File: src/rtl/qam_coherent_demod.sv
// rtl/qam_coherent_demod.sv - coherent 16-QAM demodulator: mixer, integrate-and-dump, slicer, serializer
module qam_coherent_demod #(
   parameter int SPS   = 16,
   parameter int ACC_W = 20,
   parameter int THR   = 4096
) (
   input  logic               clk,
   input  logic               rst,
   input  logic signed [11:0] RxSig,
   input  logic signed [9:0]  CosWave,
   input  logic signed [9:0]  SinWave,
   input  logic               sym_start,
   output logic [1:0]         SigI,
   output logic [1:0]         SigQ,
   output logic               sym_valid,
   output logic               m_rec,
   output logic               bit_valid,
   output logic               locked,
   output logic               align_err,
   output logic               sat
);

   localparam int CW = (SPS > 1) ? $clog2(SPS) : 1;
   localparam logic [CW-1:0] LAST = CW'(SPS - 1);
   localparam logic signed [ACC_W-1:0] ACC_MAX = {1'b0, {(ACC_W-1){1'b1}}};
   localparam logic signed [ACC_W-1:0] ACC_MIN = {1'b1, {(ACC_W-1){1'b0}}};
   localparam logic signed [ACC_W:0]   THR_P   = (ACC_W+1)'(THR);
   localparam logic signed [ACC_W:0]   THR_N   = -(ACC_W+1)'(THR);

   typedef enum logic {ACQ, TRACK} state_t;

   state_t                  state;
   logic signed [21:0]      prod_i, prod_q;
   logic signed [12:0]      pI, pQ;
   logic                    ss_d;
   logic signed [ACC_W-1:0] accI, accQ;
   logic signed [ACC_W-1:0] sum_i, sum_q, ext_i, ext_q;
   logic                    ov_i, ov_q;
   logic [CW-1:0]           cnt;
   logic [1:0]              dec_i, dec_q;
   logic [2:0]              shreg;
   logic [1:0]              bits_left;

   assign prod_i = RxSig * CosWave;
   assign prod_q = RxSig * SinWave;
   assign ext_i  = {{(ACC_W-13){pI[12]}}, pI};
   assign ext_q  = {{(ACC_W-13){pQ[12]}}, pQ};

   function automatic logic signed [ACC_W-1:0] sat_add(
      input  logic signed [ACC_W-1:0] a,
      input  logic signed [12:0]      b,
      output logic                    ov
   );
      logic signed [ACC_W:0] s;
      s  = {a[ACC_W-1], a} + {{(ACC_W-12){b[12]}}, b};
      ov = s[ACC_W] != s[ACC_W-1];
      if (ov)
         return s[ACC_W] ? ACC_MIN : ACC_MAX;
      return s[ACC_W-1:0];
   endfunction

   function automatic logic [1:0] slice(input logic signed [ACC_W-1:0] a);
      logic signed [ACC_W:0] x;
      x = {a[ACC_W-1], a};
      if (x >= THR_P)       return 2'b11;
      else if (!a[ACC_W-1]) return 2'b10;
      else if (x >= THR_N)  return 2'b01;
      return 2'b00;
   endfunction

   always_comb begin
      ov_i  = 1'b0;
      ov_q  = 1'b0;
      sum_i = sat_add(accI, pI, ov_i);
      sum_q = sat_add(accQ, pQ, ov_q);
      dec_i = slice(accI);
      dec_q = slice(accQ);
   end

   always_ff @(posedge clk or negedge rst) begin
      if (!rst) begin
         state     <= ACQ;
         pI        <= '0;
         pQ        <= '0;
         ss_d      <= 1'b0;
         accI      <= '0;
         accQ      <= '0;
         cnt       <= '0;
         SigI      <= 2'b00;
         SigQ      <= 2'b00;
         sym_valid <= 1'b0;
         m_rec     <= 1'b0;
         bit_valid <= 1'b0;
         locked    <= 1'b0;
         align_err <= 1'b0;
         sat       <= 1'b0;
         shreg     <= '0;
         bits_left <= '0;
      end else begin
         // arithmetic >>>9 of the 22-bit product kept as 13 bits
         pI        <= prod_i[21:9];
         pQ        <= prod_q[21:9];
         ss_d      <= sym_start;
         sym_valid <= 1'b0;
         align_err <= 1'b0;

         if (bits_left != 2'd0) begin
            m_rec     <= shreg[2];
            shreg     <= {shreg[1:0], 1'b0};
            bits_left <= bits_left - 2'd1;
            bit_valid <= 1'b1;
         end else begin
            m_rec     <= 1'b0;
            bit_valid <= 1'b0;
         end

         case (state)
            ACQ: begin
               if (ss_d) begin
                  accI   <= ext_i;
                  accQ   <= ext_q;
                  cnt    <= '0;
                  state  <= TRACK;
                  locked <= 1'b1;
               end
            end
            TRACK: begin
               // the boundary wins over sym_start so an on-time marker is not an error
               if (cnt == LAST) begin
                  sym_valid <= 1'b1;
                  SigI      <= dec_i;
                  SigQ      <= dec_q;
                  m_rec     <= dec_i[1];
                  shreg     <= {dec_i[0], dec_q};
                  bits_left <= 2'd3;
                  bit_valid <= 1'b1;
                  accI      <= ext_i;
                  accQ      <= ext_q;
                  cnt       <= '0;
               end else if (ss_d) begin
                  align_err <= 1'b1;
                  accI      <= ext_i;
                  accQ      <= ext_q;
                  cnt       <= '0;
               end else begin
                  accI <= sum_i;
                  accQ <= sum_q;
                  cnt  <= cnt + CW'(1);
                  if (ov_i || ov_q)
                     sat <= 1'b1;
               end
            end
            default: state <= ACQ;
         endcase
      end
   end

endmodule

File: config.mk
export PLATFORM = sky130hd
export DESIGN_NAME = qam_coherent_demod
export DESIGN_NICKNAME = d
export VERILOG_FILES = /design/src/rtl/qam_coherent_demod.sv
export SDC_FILE = /design/constraint.sdc
export NUM_CORES = 1
export LEC_CHECK = 0
export ABC_AREA = 1
export BUFFER_PORTS_ARGS = -buffer_cell sky130_fd_sc_hd__buf_2
export CORE_ASPECT_RATIO = 0.5
export CORE_MARGIN = 1.5
export CORE_UTILIZATION = 51
export CTS_BUF_LIST = sky130_fd_sc_hd__clkbuf_16
export DETAILED_ROUTE_END_ITERATION = 6
export PLACE_DENSITY_LB_ADDON = 0.12
export REMOVE_ABC_BUFFERS = 1
export SLEW_MARGIN = 20
export SYNTH_ARGS = -nofsm -noshare
export SYNTH_HDL_FRONTEND = slang
export SYNTH_SLANG_ARGS = --single-unit
File: constraint.sdc
create_clock -name clk -period 2.2 [get_ports clk]
set_input_delay 0.33 -clock clk [delete_from_list [all_inputs] [get_ports clk]]
set_output_delay 0.33 -clock clk [all_outputs]
set_load 0.02 [all_outputs]
==> results.json, run 1 <==
{
  "clk_pin_slew_ns": 0.07,
  "die_w_um": 248.2,
  "cp-startpoint": "RxSig[3]",
  "fin_crit_sh_pct": 198.5,
  "clock_latency_ns": 0.35,
  "h-tree-depth": 3,
  "antenna_found_initial": 0,
  "endpoint": "pI[11]",
  "syn-mean-instance-area_um2": 7.459,
  "r2r_end": "accQ[13]",
  "numCtsBuffers": 9,
  "cts_sinks": 87,
  "dpl-instance-area_um2": 18270,
  "routed_wl_um": 45120,
  "num_io_pins": 45,
  "grt_util_all_layers_pct": 28.16,
  "ys_ff_latch": 87,
  "synth_warnings": 0,
  "hold_violations": 0,
  "violations": "DRC, setup timing",
  "yosysTopAreaCell": "fa_1",
  "cts_root_buffer": "clkbuf_16",
  "worstMarginPinSlew_ns": 0.6740,
  "endpoint_kind": "register",
  "rsz0062_at_grt": "yes",
  "gr-total-overflow": 0,
  "maxCapViolCount": 0,
  "synth_edf_count": 0,
  "die_h_um": 125.6,
  "drive_gt1_share_pct": 35.73,
  "min_period_ns": 4.368,
  "cts_buffer_depth": 2,
  "routabilityCongestion": 0.9082,
  "outcome": "finished, violations left",
  "areaGrowthSynthToFinish_pct": 42.59,
  "grt_pass1_wl_um": 70640,
  "worstPathArrival_ns": 4.59,
  "grt_pass1_vias": 14354,
  "core_um2": 29290,
  "synth_ff_type": "dfrtp_1",
  "r2r_slack_ns": -0.14,
  "slew_viol_final": 0,
  "syn-cell-area_um2": 15340,
  "finalWorstSetupSlack_ns": -2.168,
  "slew_headroom_pct": 54.90,
  "drc": 2,
  "criticalPathCategory": "input pin to register",
  "worst_ep_required_time_ns": 2.43,
  "path_max_fanout": 5,
  "setup_violations": 65,
  "yosysUniqueCellTypes": 48,
  "ant_nets": 0,
  "hpwl_um": 32160,
  "rows": 44,
  "vias": 14347,
  "max_freq_ghz": 0.2290,
  "io_buffers": 44,
  "fin_skew_ns": 0.01097,
  "synthCells": 2056,
  "start_kind": "input pin",
  "routed_via_density": 5.046,
  "fin_nets": 2837,
  "synth_top_area_share_pct": 27.94,
  "grt_start_max_net_pins": 53,
  "hold_path_class": "input pin to register",
  "dr.first_iter.drc_count": 843,
  "num_antenna_cells": 0,
  "reg2regPathDepth": 12,
  "wl_per_cell_um": 15.87,
  "yosysSeqAreaShare_pct": 14.20,
  "synth_area_leaders": "fa_1 (28%), dfrtp_1 (14%), nand2_1 (14%)",
  "cts_tree": "built",
  "final_cell_area_um2": 21870,
  "initial_core_util_pct": 52.36,
  "firstDrtPassIters": 7,
  "async_reset_ff_share_pct": 100.0,
  "r2r-start": "pQ[12]",
  "die-area_um2": 31180
}
## logic make-up (layout without fill, tap and decap cells)
group | after synthesis | count (layout) | synth area share (%)
flip-flops | 87 | 87 | 14.20
buffers and inverters | 536 | 926 | 13.45
XOR/XNOR | 70 | 70 | 3.998
adder cells (fa/ha/maj) | 355 | 355 | 39.44
multiplexers | 1 | 1 | 0.06527
AO/OA/AOI/OAI | 168 | 168 | 5.956
AND/OR/NAND/NOR | 839 | 845 | 22.89
## cell usage after synthesis (7+ instances only)
cell / n
a21oi_1: 86
nor2_1: 134
clkbuf_1: 48
xnor2_1: 27
nand3_1: 56
nor3_1: 13
fa_1: 214
nand2_1: 561
dfrtp_1: 87
o21ai_1: 13
xor2_1: 43
inv_2: 7
o21bai_1: 8
o21ai_0: 41
ha_1: 141
nand2_2: 25
inv_1: 467
nand4_1: 17
## registers in the layout (all words and copies together) (netlist names), 2 cells and up
name / cells
pQ: 13
bits_left: 2
shreg: 3
cnt: 4
pI: 13
SigQ: 2
accQ: 20
SigI: 2
accI: 20
## how the worst min path moves through the flow
stage                         start  endpoint  slack, ns  cells past startpoint
after floorplan                 rst   SigI[0]       0.03                      0
after global placement          rst    cnt[1]       0.33                      1
after detailed placement        rst    cnt[1]       0.33                      1
after CTS                 sym_start      ss_d       0.08                      1
after global routing      sym_start      ss_d       0.07                      1
final                     sym_start      ss_d       0.08                      1
## layout make-up
class,count,area (um2)
Timing Repair Buffer,431,3845
Clock buffer,9,225.2
Sequential cell,87,2180
Timing Repair inverter,1,16.27
Fill cell,2082,7421
Multi-Input combinational cell,1439,13210
Inverter,478,1823
Tap cell,391,489.2
Clock inverter,7,77.57
## worst max-delay path, cell delays in order
cell and delay, ns:
buf_12 0.11, buf_4 0.11, buf_4 0.12, nand2_1 0.07, fa_1 0.47, inv_1 0.06, fa_1 0.39, ha_1 0.33
fa_1 0.56, inv_1 0.06, fa_1 0.48, inv_1 0.07, ha_1 0.36, a21oi_1 0.17, o21ai_1 0.13, a21oi_2 0.19
o21ai_4 0.10, nand2_2 0.08, nand3_2 0.09, nand2_1 0.08, nand3_1 0.08, xor2_1 0.18
## per-layer routing
layer | track usage, % | routed length [um] | up-vias
met5 | 0 | 0 | -
met4 | 5.280 | 925 | 0
met3 | 2.749 | 2132 | 73
met2 | 47.21 | 21540 | 392
met1 | 40.09 | 20520 | 6960
li1 | - | - | 6922
## cells in the final DEF, fill, tap and decap left out, types with 12 or more instances in the layout
master     n
fa_2      19
nor2_4    12
nand3_1   34
nand2_8   12
a21oi_2   35
buf_4    319
ha_1      83
nand2_1  448
nand2_4   34
nor2_2    17
inv_1    421
ha_4      53
fa_1     195
buf_6     55
xnor2_1   24
nor2_1   110
nand2_2  104
o21ai_1   17
buf_12    26
inv_2     49
o21ai_0   22
nand3_2   25
xor2_1    38
buf_2     16
a21oi_1   40
nand4_1   17
dfrtp_1   85
## per-stage QoR
stage / utilization, % / setup slack [ns] / hold WS [ns] / std cells / TNS [ns]
floorplan: - / -2.261 / 0.03441 / 1998 / -71.89
global placement: 62.38 / -2.820 / 0.3343 / 2755 / -74.47
detailed placement: 62.38 / -2.856 / 0.3344 / 2755 / -76.98
CTS: 70.27 / -2.047 / 0.07532 / 2819 / -51.56
global route: 74.66 / -2.337 / 0.06827 / 2843 / -62.37
finish: 74.66 / -2.168 / 0.08245 / 2843 / -55.08
## what timing repair did
action | in CTS | in global routing
endpoints found under the setup margin | 67 | 67
gates cloned | 5 | 6
setup buffers | 44 | 25
resized for setup | 374 | 269
hold endpoints to repair | 35 | 0
hold buffers | 1 | 0
pin swaps | 130 | 186
Power of run 1 is left out: the tool's default activity adds up to more than one toggle a clock period on the data nets, which glitch-free logic cannot reach.
==> run 2, diff against run 1 <==
Settings changed: ABC_AREA 1 to not set.
==> run 2 against run 1 <==
  * The flow finishes with violations (setup timing)
  * Maximum frequency down 5.3%
  * Core utilization shrank 2.3 points
  * Worst setup slack lost 0.25 ns
  * Flip-flop and latch count is the same
  * Synthesized cell count is 19% lower
  * First-iteration DRC count fell by 3.2%
  * Largest cell class unchanged
==> results.json, run 2 <==
{
  "routabilityCongestion": 0.8972,
  "cts_buffer_depth": 2,
  "slew_viol_final": 0,
  "hold_violations": 0,
  "cp_common_cell": "fa_1",
  "worst_ep_required_time_ns": 2.44,
  "setup-tns-final_ns": -74.75,
  "async_reset_ff_share_pct": 100.0,
  "fin_crit_sh_pct": 209.7,
  "synth_warnings": 0,
  "cp_num_buf_inv": 8,
  "final_common_cell": "buf_4",
  "worstMarginPinSlew_ns": 0.4474,
  "fin_cells": 2411,
  "clk_pin_slew_ns": 0.06,
  "placed_cells": 2338,
  "routed_via_density": 5.363,
  "criticalPathCategory": "input pin to register",
  "outcome": "finished, violations left",
  "yosys-top-cells-count": "inv_1 (311), fa_1 (214), nand2_1 (181)",
  "cts_sinks": 87,
  "setup_violations": 67,
  "violations": "setup timing",
  "synthCells": 1658,
  "max_freq_ghz": 0.2167,
  "cts_root_buffer": "clkbuf_16",
  "hold_path_class": "input pin to register",
  "ys_ff_latch": 87,
  "fin_skew_ns": 0.01169,
  "yosysUniqueCellTypes": 75,
  "yosysTopAreaCell": "fa_1",
  "top_regs": "accI (20), accQ (20)",
  "die_w_um": 241.4,
  "start_kind": "input pin",
  "clock_latency_ns": 0.36,
  "layout_common_cells": "buf_4 (307), inv_1 (294), fa_1 (198)",
  "firstDrtPassIters": 5,
  "synth_area_leaders": "fa_1 (30%), dfrtp_1 (15%), ha_1 (12%)",
  "path_cells": "buf_12, nand2_4, fa_1, inv_1, fa_1, inv_2, fa_1, inv_2, fa_1, inv_2, fa_1, inv_2, ha_4, and3_4, and3_4, a22oi_2, a2111oi_4, buf_4, nor2_4, buf_6, a21boi_2",
  "wl_per_cell_um": 16.87,
  "dr.first_iter.drc_count": 816,
  "core_um2": 27820,
  "fin_nets": 2414,
  "numCtsBuffers": 9,
  "grt_start_max_net_pins": 51,
  "synth_top_area_share_pct": 29.56,
  "rsz0062_at_grt": "yes",
  "num_antenna_cells": 0,
  "slew_headroom_pct": 70.17,
  "worstPathArrival_ns": 4.85,
  "finalWorstSetupSlack_ns": -2.414,
  "die-area_um2": 29500,
  "drc": 0,
  "final_cell_area_um2": 20130,
  "initial_core_util_pct": 52.10,
  "gr-total-overflow": 0,
  "maxCapViolCount": 0,
  "hpwl_um": 31170,
  "synth.most_common_cell": "inv_1",
  "routed_wl_um": 40660,
  "path_max_fanout": 6,
  "io_buffers": 44,
  "syn-mean-instance-area_um2": 8.741,
  "cts_tree": "built",
  "antenna_found_initial": 0,
  "yosysSeqAreaShare_pct": 15.02,
  "min_period_ns": 4.614,
  "cpMaxStageDelayCell": "fa_1",
  "areaGrowthSynthToFinish_pct": 38.88,
  "h-tree-depth": 3,
  "synth_ff_type": "dfrtp_1",
  "ant_nets": 0,
  "max_stage_delay_ns": 0.52,
  "synth_edf_count": 0,
  "rows": 43,
  "num_io_pins": 45,
  "hold_ws_ns": 0.1042,
  "grt_pass1_wl_um": 66420,
  "grt_util_all_layers_pct": 28.37,
  "syn-cell-area_um2": 14490,
  "endpoint_kind": "register",
  "grt_pass1_vias": 13902,
  "vias": 12930,
  "dpl-instance-area_um2": 17390,
  "cpLargestDelayFamily": "adder cells",
  "die_h_um": 122.2,
  "drive_gt1_share_pct": 34.94
}
[run 2: kinds of logic (layout without fill, tap and decap cells)]
family                   Yosys count  after routing  share of synthesized area, %
buffers and inverters            381            751                         9.972
AO/OA/AOI/OAI                    275            276                         12.67
flip-flops                        87             87                         15.02
AND/OR/NAND/NOR                  494            494                         16.57
multiplexers                       5              5                        0.3540
XOR/XNOR                          61             61                         3.686
adder cells (fa/ha/maj)          355            355                         41.73
[run 2: worst paths after layout]
kind / end / start / cells after the start / slack, ns
setup reg to reg: accQ[8] / pQ[12] / 9 / -0.52
min in group asynchronous: accI[16] / rst / 2 / 0.32
setup / recovery: pI[8] / RxSig[7] / 21 / -2.41
max in group asynchronous: accQ[17] / rst / 3 / 1.25
hold reg to reg: SigI[1] / SigI[1] / 2 / 0.47
hold / removal: ss_d / sym_start / 1 / 0.10
[run 2: metrics by stage]
| step | worst slack [ns] | utilization, % |
|---|---|---|
| floorplan | -2.670 | - |
| global placement | -3.079 | 62.51 |
| detailed placement | -3.226 | 62.51 |
| CTS | -2.425 | 69.62 |
| global route | -2.576 | 72.36 |
| finish | -2.414 | 72.36 |
[run 2: area by class of cell]
cell class / count / area (um2)
inverter: 314 / 1182
clock inverter: 7 / 42.54
sequential: 87 / 2182
timing repair buffer: 421 / 3669
clock buffer: 9 / 225.2
multi-input combinational: 1191 / 12350
fill: 2007 / 7687
tap: 382 / 478.0
[run 2: timing repair]
action,4_1_cts,5_1_grt
resized for setup,334,138
pin swaps,125,96
hold buffers,1,0
hold endpoints to repair,9,0
endpoints found under the setup margin,67,67
gates cloned,3,1
setup buffers,43,23
[run 2: routing by layer]
| layer | part of all wire [%] | track usage [%] | routed length [um] | vias up |
|---|---|---|---|---|
| li1 | - | - | - | 6069 |
| met3 | 4.6 | 3.648 | 1863 | 70 |
| met4 | 1.9 | 6.914 | 767 | 0 |
| met5 | 0 | 0 | 0 | - |
| met1 | 45 | 38.49 | 18450 | 6476 |
| met2 | 48 | 48.51 | 19590 | 315 |
Power of run 2 is left out for the same reason.
